<file path="src/rtl/bias_pkg.sv">
// rtl/bias_pkg.sv - shared types and helpers for the bias row unit
//   Provides the load FSM state enum, saturation bound helpers and the
//   bias-bank pointer width helper.
package bias_pkg;

  typedef enum logic [1:0] {
    ST_IDLE    = 2'd0,
    ST_LOADING = 2'd1,
    ST_FULL    = 2'd2
  } load_state_e;

  // Bounds are returned 64 bits wide; callers keep the low `width` bits.
  function automatic logic [63:0] sat_max(input int width);
    return (64'd1 << (width - 1)) - 64'd1;
  endfunction

  function automatic logic [63:0] sat_min(input int width);
    return ~sat_max(width);
  endfunction

  // Pointer width for a bank of n words, never narrower than one bit.
  function automatic int ptr_width(input int n);
    return (n > 1) ? $clog2(n) : 1;
  endfunction

  localparam int DEFAULT_NUM_COLS = 4;
  localparam int DEFAULT_PTR_W    = ptr_width(DEFAULT_NUM_COLS);

endpackage

</file>
<file path="src/rtl/bias_lane.sv">
// rtl/bias_lane.sv - one lane: registered bias add with optional saturation
//   clk, rst         : clock, synchronous active-high reset
//   valid_in         : lane data valid; data/flag registers load only when set
//   sat_en_in        : 1 = clamp on overflow, 0 = wrap
//   data_in, bias_in : signed operands, DATA_WIDTH bits each
//   data_out         : registered result
//   flag_out         : registered clamp indicator
//   valid_out        : valid_in delayed by one cycle
module bias_lane
  import bias_pkg::*;
#(
  parameter int DATA_WIDTH = 32
) (
  input  logic                  clk,
  input  logic                  rst,
  input  logic                  valid_in,
  input  logic                  sat_en_in,
  input  logic [DATA_WIDTH-1:0] data_in,
  input  logic [DATA_WIDTH-1:0] bias_in,
  output logic [DATA_WIDTH-1:0] data_out,
  output logic                  flag_out,
  output logic                  valid_out
);

  localparam logic [63:0]           MAX64 = sat_max(DATA_WIDTH);
  localparam logic [63:0]           MIN64 = sat_min(DATA_WIDTH);
  localparam logic [DATA_WIDTH-1:0] MAX_V = MAX64[DATA_WIDTH-1:0];
  localparam logic [DATA_WIDTH-1:0] MIN_V = MIN64[DATA_WIDTH-1:0];

  logic [DATA_WIDTH:0]   sum;
  logic [DATA_WIDTH-1:0] data_d, data_q;
  logic                  flag_d, flag_q;
  logic                  valid_d, valid_q;

  always_comb begin
    sum     = {data_in[DATA_WIDTH-1], data_in} + {bias_in[DATA_WIDTH-1], bias_in};
    data_d  = data_q;
    flag_d  = flag_q;
    valid_d = valid_in;
    if (valid_in) begin
      // The two top bits of the widened sum differ exactly when the true
      // result falls outside the DATA_WIDTH signed range; the extra bit
      // gives the direction.
      if (sat_en_in && (sum[DATA_WIDTH] != sum[DATA_WIDTH-1])) begin
        data_d = sum[DATA_WIDTH] ? MIN_V : MAX_V;
        flag_d = 1'b1;
      end else begin
        data_d = sum[DATA_WIDTH-1:0];
        flag_d = 1'b0;
      end
    end
  end

  always_ff @(posedge clk) begin
    if (rst) begin
      data_q  <= '0;
      flag_q  <= 1'b0;
      valid_q <= 1'b0;
    end else begin
      data_q  <= data_d;
      flag_q  <= flag_d;
      valid_q <= valid_d;
    end
  end

  assign data_out  = data_q;
  assign flag_out  = flag_q;
  assign valid_out = valid_q;

endmodule

</file>
<file path="src/rtl/bias_row_unit.sv">
// rtl/bias_row_unit.sv - per-column bias adder with double-buffered bias bank
//   clk, rst            : clock, synchronous active-high reset
//   bias_load_*         : serial valid/ready load of the shadow bank, column 0 first
//   bias_load_done_out  : shadow bank complete, waiting for a swap
//   bias_swap_in        : copy shadow to active (only honoured when complete)
//   bias_sat_en_in      : saturating (1) or wrapping (0) add
//   bias_sys_*_in       : packed lane data and per-lane valids
//   bias_z_data_out, bias_Z_valid_out, bias_sat_flag_out : registered lane results
module bias_row_unit
  import bias_pkg::*;
#(
  parameter int NUM_COLS   = 4,
  parameter int DATA_WIDTH = 32,
  parameter int BIAS_WIDTH = 32
) (
  input  logic                           clk,
  input  logic                           rst,
  input  logic                           bias_load_valid_in,
  input  logic [BIAS_WIDTH-1:0]          bias_load_data_in,
  output logic                           bias_load_ready_out,
  output logic                           bias_load_done_out,
  input  logic                           bias_swap_in,
  input  logic                           bias_sat_en_in,
  input  logic [NUM_COLS*DATA_WIDTH-1:0] bias_sys_data_in,
  input  logic [NUM_COLS-1:0]            bias_sys_valid_in,
  output logic [NUM_COLS*DATA_WIDTH-1:0] bias_z_data_out,
  output logic [NUM_COLS-1:0]            bias_Z_valid_out,
  output logic [NUM_COLS-1:0]            bias_sat_flag_out
);

  localparam int PTR_W = ptr_width(NUM_COLS);

  load_state_e                          state_d, state_q;
  logic [PTR_W-1:0]                     ptr_d, ptr_q;
  logic [NUM_COLS-1:0][BIAS_WIDTH-1:0]  shadow_d, shadow_q;
  logic [NUM_COLS-1:0][BIAS_WIDTH-1:0]  active_d, active_q;
  logic                                 accept;

  always_comb begin
    state_d             = state_q;
    ptr_d               = ptr_q;
    shadow_d            = shadow_q;
    active_d            = active_q;
    bias_load_ready_out = 1'b0;
    bias_load_done_out  = 1'b0;
    accept              = 1'b0;

    case (state_q)
      ST_IDLE, ST_LOADING: begin
        bias_load_ready_out = 1'b1;
        accept              = bias_load_valid_in;
        if (accept) begin
          shadow_d[ptr_q] = bias_load_data_in;
          if (ptr_q == PTR_W'(NUM_COLS - 1)) begin
            ptr_d   = '0;
            state_d = ST_FULL;
          end else begin
            ptr_d   = ptr_q + PTR_W'(1);
            state_d = ST_LOADING;
          end
        end
      end
      ST_FULL: begin
        bias_load_done_out = 1'b1;
        // Lanes sample active_q on this same edge, so data arriving with
        // the swap still sees the old biases.
        if (bias_swap_in) begin
          active_d = shadow_q;
          state_d  = ST_IDLE;
        end
      end
      default: begin
        state_d = ST_IDLE;
        ptr_d   = '0;
      end
    endcase
  end

  always_ff @(posedge clk) begin
    if (rst) begin
      state_q  <= ST_IDLE;
      ptr_q    <= '0;
      shadow_q <= '0;
      active_q <= '0;
    end else begin
      state_q  <= state_d;
      ptr_q    <= ptr_d;
      shadow_q <= shadow_d;
      active_q <= active_d;
    end
  end

  for (genvar c = 0; c < NUM_COLS; c++) begin : g_lane
    logic [DATA_WIDTH-1:0] bias_ext;
    assign bias_ext = DATA_WIDTH'($signed(active_q[c]));

    bias_lane #(
      .DATA_WIDTH(DATA_WIDTH)
    ) u_lane (
      .clk      (clk),
      .rst      (rst),
      .valid_in (bias_sys_valid_in[c]),
      .sat_en_in(bias_sat_en_in),
      .data_in  (bias_sys_data_in[c*DATA_WIDTH +: DATA_WIDTH]),
      .bias_in  (bias_ext),
      .data_out (bias_z_data_out[c*DATA_WIDTH +: DATA_WIDTH]),
      .flag_out (bias_sat_flag_out[c]),
      .valid_out(bias_Z_valid_out[c])
    );
  end

endmodule

</file>
<file path="config.mk">
export PLATFORM = sky130hd
export DESIGN_NAME = bias_row_unit
export DESIGN_NICKNAME = d
export VERILOG_FILES = /design/src/rtl/bias_pkg.sv /design/src/rtl/bias_lane.sv /design/src/rtl/bias_row_unit.sv
export SDC_FILE = /design/constraint.sdc
export NUM_CORES = 1
export LEC_CHECK = 0
export ABC_AREA = 0
export BUFFER_PORTS_ARGS = -buffer_cell sky130_fd_sc_hd__buf_2
export CAP_MARGIN = 15
export CORE_MARGIN = 1
export CORE_UTILIZATION = 30
export DETAILED_ROUTE_END_ITERATION = 7
export GPL_ROUTABILITY_DRIVEN = 0
export PLACE_DENSITY = 0.57
export RECOVER_POWER = 100
export SLEW_MARGIN = 30
export SYNTH_ARGS = -nofsm -noshare
export SYNTH_HDL_FRONTEND = slang
export SYNTH_SLANG_ARGS = --single-unit
</file>
<file path="constraint.sdc">
create_clock -name clk -period 4.6 [get_ports clk]
set_input_delay 0.23 -clock clk [delete_from_list [all_inputs] [get_ports clk]]
set_output_delay 0.23 -clock clk [all_outputs]
set_load 0.005 [all_outputs]
</file>
== Word level (Yosys, flattened, before mapping) ==
Index checks and enable logic that the tools add are counted.
Operators by class
  add/sub/neg operators: 5
  shifts and indexed selects: 0
  equal/unequal tests: 9
  reduce and logical (&&, ||, !) cells: 11
  multiply operators: 0
  muxes and demuxes: 24
  divide/modulo/power cells: 0
  bitwise operators: 1
  order comparisons: 2
Operators with widths (count)
  $mux 32: 9
  $add 32x32->33: 4
  $bwmux 128: 1
  $demux 32 s2: 1
  $mux 2: 5
  $pmux 2 s2: 2
  $reduce_and 2->1: 4
  $mux 1: 6
  $logic_and 1x1->1: 5
  $eq 2x2->1 const B: 2
  $ne 1x1->1: 4
  $ne 2x2->1 const B: 2
  $lt 2x3->1 const B: 1
  $add 2x1->2 const B: 1
  $eq 2x1->1 const B: 1
  $ge 2x1->1 const B: 1
  $logic_not 2->1: 1
  $reduce_or 2->1: 1
  $not 1->1: 1
Word-level totals
  bits in latches: 0
  word-level logic and storage cells: 74
  bits of input ports: 169
  memory bits (writable): 0
  memory bits (read-only): 0
  flip-flop bits (word level): 396
  output and inout bits: 138
  memories kept: 0

== Depth between registers and ports, before layout ==
  depth in word-level cells: 5
  gate-level depth with buffers: 14
  mapped depth without buffers: 12

== Cells and area by module ==
A second synthesis with hierarchy kept.
Unflattened totals
  cell total of the unflattened synthesis: 2502
  area, all modules: 23582.6 sq um
Modules (own cells, without submodules)
  bias_row_unit: times used 1, seq. area each 5205.0 sq um, area an instance 10174.8 sq um, cells each 894
  bias_lane (g_lane[2].u_lane ...): times used 2, seq. area each 680.7 sq um, area an instance 3484.6 sq um, cells each 421
  bias_lane (g_lane[0].u_lane ...): times used 2, seq. area each 680.7 sq um, area an instance 3219.3 sq um, cells each 383

== Worst setup path before layout ==
No wires, ideal clock.
  path kind: reg-to-reg
  from: reg active_q (netlist bit g_lane[3].bias_ext[0])
  to: reg g_lane[3].u_lane.data_q[11]
  setup time: 0.086 ns
  setup slack: 1.311 ns
  stages on the path, launching flop included: 15
  required time: 4.514 ns
  buffers on the path: 2
  period minus slack after synthesis: 3.289 ns
  arrival: 3.203 ns
  path through: dfxtp_1 ha_1 fa_1 a211oi_1 o21ai_0 a2111oi_2 o22ai_1 nor3_1 a311o_1 nor2_1 xor2_1 buf_4 buf_4 o21ai_0 a211oi_1
Between the ends
  word-level cells in the longest chain between the ends: 4
  elaborated cells between the ends (all ways): 5
  those cells by class: 1 x add/sub; 1 x eq/ne; 2 x mux; 1 x reduce/logical
RTL lines
  start: declaration: RTL line bias_row_unit.sv:36  | logic [NUM_COLS-1:0][BIAS_WIDTH-1:0] active_d, active_q;
  start signal: assignment: RTL line bias_row_unit.sv:89  | active_q <= active_d;
  $add 32x32->33 (*): RTL line bias_lane.sv:36  | sum = {data_in[DATA_WIDTH-1], data_in} + {bias_in[DATA_WIDTH-1], bias_in};
  $ne 1x1->1: RTL line bias_lane.sv:44  | if (sat_en_in && (sum[DATA_WIDTH] != sum[DATA_WIDTH-1])) begin
  $logic_and 1x1->1: RTL line bias_lane.sv:44
  $mux 32 (*): RTL line bias_lane.sv:44
  end signal: assignment: RTL line bias_lane.sv:60  | data_q <= data_d;
  end: declaration: RTL line bias_lane.sv:31  | logic [DATA_WIDTH-1:0] data_d, data_q;
Every way passes the cells marked *; elsewhere a longest branch is shown, timed or not.
A chain may end at the register's enable or synchronous reset.

== Final worst setup path ==
  from: reg active_q (netlist bit g_lane[3].bias_ext[0])
  to: reg g_lane[3].u_lane.data_q[4]
The elaborated chain is that of the path after synthesis.

==> out/results.ini <==
[synth]
synthCells = 2658
synth.avg_cell_area_um2 = 7.87
synth-edff-count = 0
ys.flop_type = dfxtp_1
yosysWarnings = 0
async_reset_ff_frac = 0
yosysUniqueCellTypes = 79
yosysSeqAreaShare = 0.379
synth_area_mm2 = 0.0209
synth.net_count = 2963
ys_ff_latch = 396

[global_routing]
grt_max_degree = 171
grt.overflow.total = 0
use_met1 = 0.260
grt.busiest_layer = met2
antenna_found_initial = 4
grt_pass1_wl_um = 104000
grt_pass1_vias = 18038
grt_use_met2 = 0.299
grt_use_met3 = 0.0253
track_usage = 0.187

[cts]
cts.sinks = 396
cts-root-buf = clkbuf_16
cts_buffers = 48
clk_latency_ns = 0.60
clkTransAtPathRegs_ns = 0.06
cts_tree = done
cts_resized = 0
clk_path_buf_depth = 3
cts_htree_levels = 2

[die]
fp.dieW_um = 266
die-area_mm2 = 0.0708
initial_core_util = 0.304
fp.dieH_um = 266
rows = 96
core_area_mm2 = 0.0688
io_pins = 307

[cells_and_area]
final_cell_mix = 617 x nand2_1, 396 x dfxtp_1, 381 x a21oi_1
mostFrequentLayoutCell = nand2_1
syn2layout_area_growth_pct = 18.3
drive_gt1_frac = 0.134
final_core_util = 0.360
fin_nets = 3181
fillers = 7335

[route]
drc = 0
dr.pass1.iters = 5
routed_via_density = 5.05
routed_wl_um = 68500
wire_per_inst_um = 17.8
vias = 19415
initialDrtViolationCount = 1339
ant_nets = 0

[timing]
period_needed_ns = 4.09
slew_viol_final = 279
relSlewSlack = -1.12
finalClockSkew_ns = 0.0237
fin_crit_sh = 0.889
clock.fmax_mhz = 245
hold_viol_final = 0
setup_viol = 0
rsz0062_at_grt = no
worst_pin_slew_ns = 3.18
setup_tns_ns = 0

[status]
violations = capacitance limit, slew limit
status = complete, but fails checks

[power_and_ir_drop]
power_density_mw_per_mm2 = 344
p_clk_frac = 0.472
vdd_ir_drop_max_mv = 0.260
p_seq_frac = 0.428
p_switching_mw = 2.13
swShare = 0.251
p_leak_nw = 10.1
internal-power_mw = 6.37
combPwrFrac = 0.100

[placement]
hpwl_um = 49500
portBuffers = 306

[worst_setup_path]
cp.required_ns = 5.10
cp_max_fo = 12
cp-start-kind = flop
crit_type = flop to flop
critPathCaptureType = flop
critical_path_arrival_ns = 4.59

[job]
drv_cap = 6

[worst_hold_path]
min-delay-path-class = input pin to flop

## repair_timing
item	4_1_cts	5_1_grt
endpoints found under the hold margin	22	0
buffers inserted	0	0
hold buffers	11	0
## synthesized netlist by cell type (33+ instances only)
master / number / area, um2
a211oi_1: 80 / 601
a21o_1: 67 / 503
a21oi_1: 380 / 1900
clkbuf_1: 134 / 503
dfxtp_1: 396 / 7930
ha_1: 132 / 1650
inv_1: 41 / 154
nand2_1: 618 / 2320
nor2_1: 181 / 679
o21ai_0: 98 / 490
or3_1: 33 / 206
xnor2_1: 68 / 596
xor2_1: 39 / 342
## critical path, stage by stage, from the launching register on
cell       delay [ns]
dfxtp_1          0.31
ha_1             0.22
fa_1             0.42
a211oi_1         0.41
o21ai_0          0.27
a2111oi_2        0.61
o22ai_1          0.21
nor3_1           0.22
a311o_1          0.20
nor2_1           0.07
xor2_1           0.19
clkbuf_1         0.41
o221ai_1         0.21
a211oi_1         0.24
## layer usage
metal	vias up	part of all wire
li1	9821	-
met3	100	0.042
met5	-	0.00016
met4	2	0.026
met2	414	0.45
met1	9078	0.48
## registers in the layout, indices dropped and copies added, names as in the netlist
signal and count:
g_lane.u_lane.valid_out 4, shadow_q 128, g_lane.bias_ext 128, ptr_q 2, g_lane.u_lane.data_out 128, state_q 2
g_lane.u_lane.flag_out 4
## cell type report
class / instances / area (um2) / area share
Clock inverter: 15 / 272 / 0.0110
Tap cell: 931 / 1160 / 0.0471
Multi-Input combinational cell: 2049 / 12100 / 0.488
Timing Repair Buffer: 340 / 1740 / 0.0704
Clock buffer: 69 / 1390 / 0.0562
Inverter: 41 / 154 / 0.00622
Sequential cell: 396 / 7930 / 0.320
Antenna cell: 3 / 7.51 / 0.000303
## power groups by stage
stage	clock, mW	sequential (mW)	combinational, mW
after floorplan	0	3.70	0.480
after global routing	4.25	3.65	0.947
final	4.01	3.64	0.852
after detailed placement	0	3.71	0.869
after CTS	4.11	3.64	0.878
after global placement	0	3.71	0.866
## stage by stage
step                      cell area, um2  hold slack, ns  total power [mW]  setup WS [ns]  std cells
final                              24700          0.0119              8.50          0.511       3844
after global routing               24700         0.00803              8.85          0.170       3841
after global placement             23100           0.440              4.58          0.729       3746
after floorplan                    20900           0.347              4.18           1.31       2658
after detailed placement           23100           0.442              4.58          0.734       3746
after CTS                          24900         0.00341              8.62          0.743       3841
## kinds of logic (layout without fill, tap and decap cells)
logic type,count (synthesis),after routing,share of synthesized area
and+or+nand+nor,974,974,0.195
AOI/OAI and AO/OA,828,828,0.254
DFF,396,396,0.379
buffers and inverters,213,465,0.0422
adders and majority gates,136,136,0.0828
xor gates and xnor gates,107,107,0.0448
muxes,4,4,0.00197
other,0,3,0
## final timing paths
| check | start | endpoint | slack, ns | cells after the start |
|---|---|---|---|---|
| min | bias_load_data_in[30] | shadow_q[94] | 0.01 | 3 |
| max reg2reg | g_lane[3].bias_ext[0] | g_lane[3].u_lane.data_out[4] | 0.51 | 13 |
| max | g_lane[3].bias_ext[0] | g_lane[3].u_lane.data_out[4] | 0.51 | 13 |
| min reg2reg | shadow_q[91] | g_lane[2].bias_ext[27] | 0.45 | 2 |
Note: power is estimated with default switching activity, not from simulation.
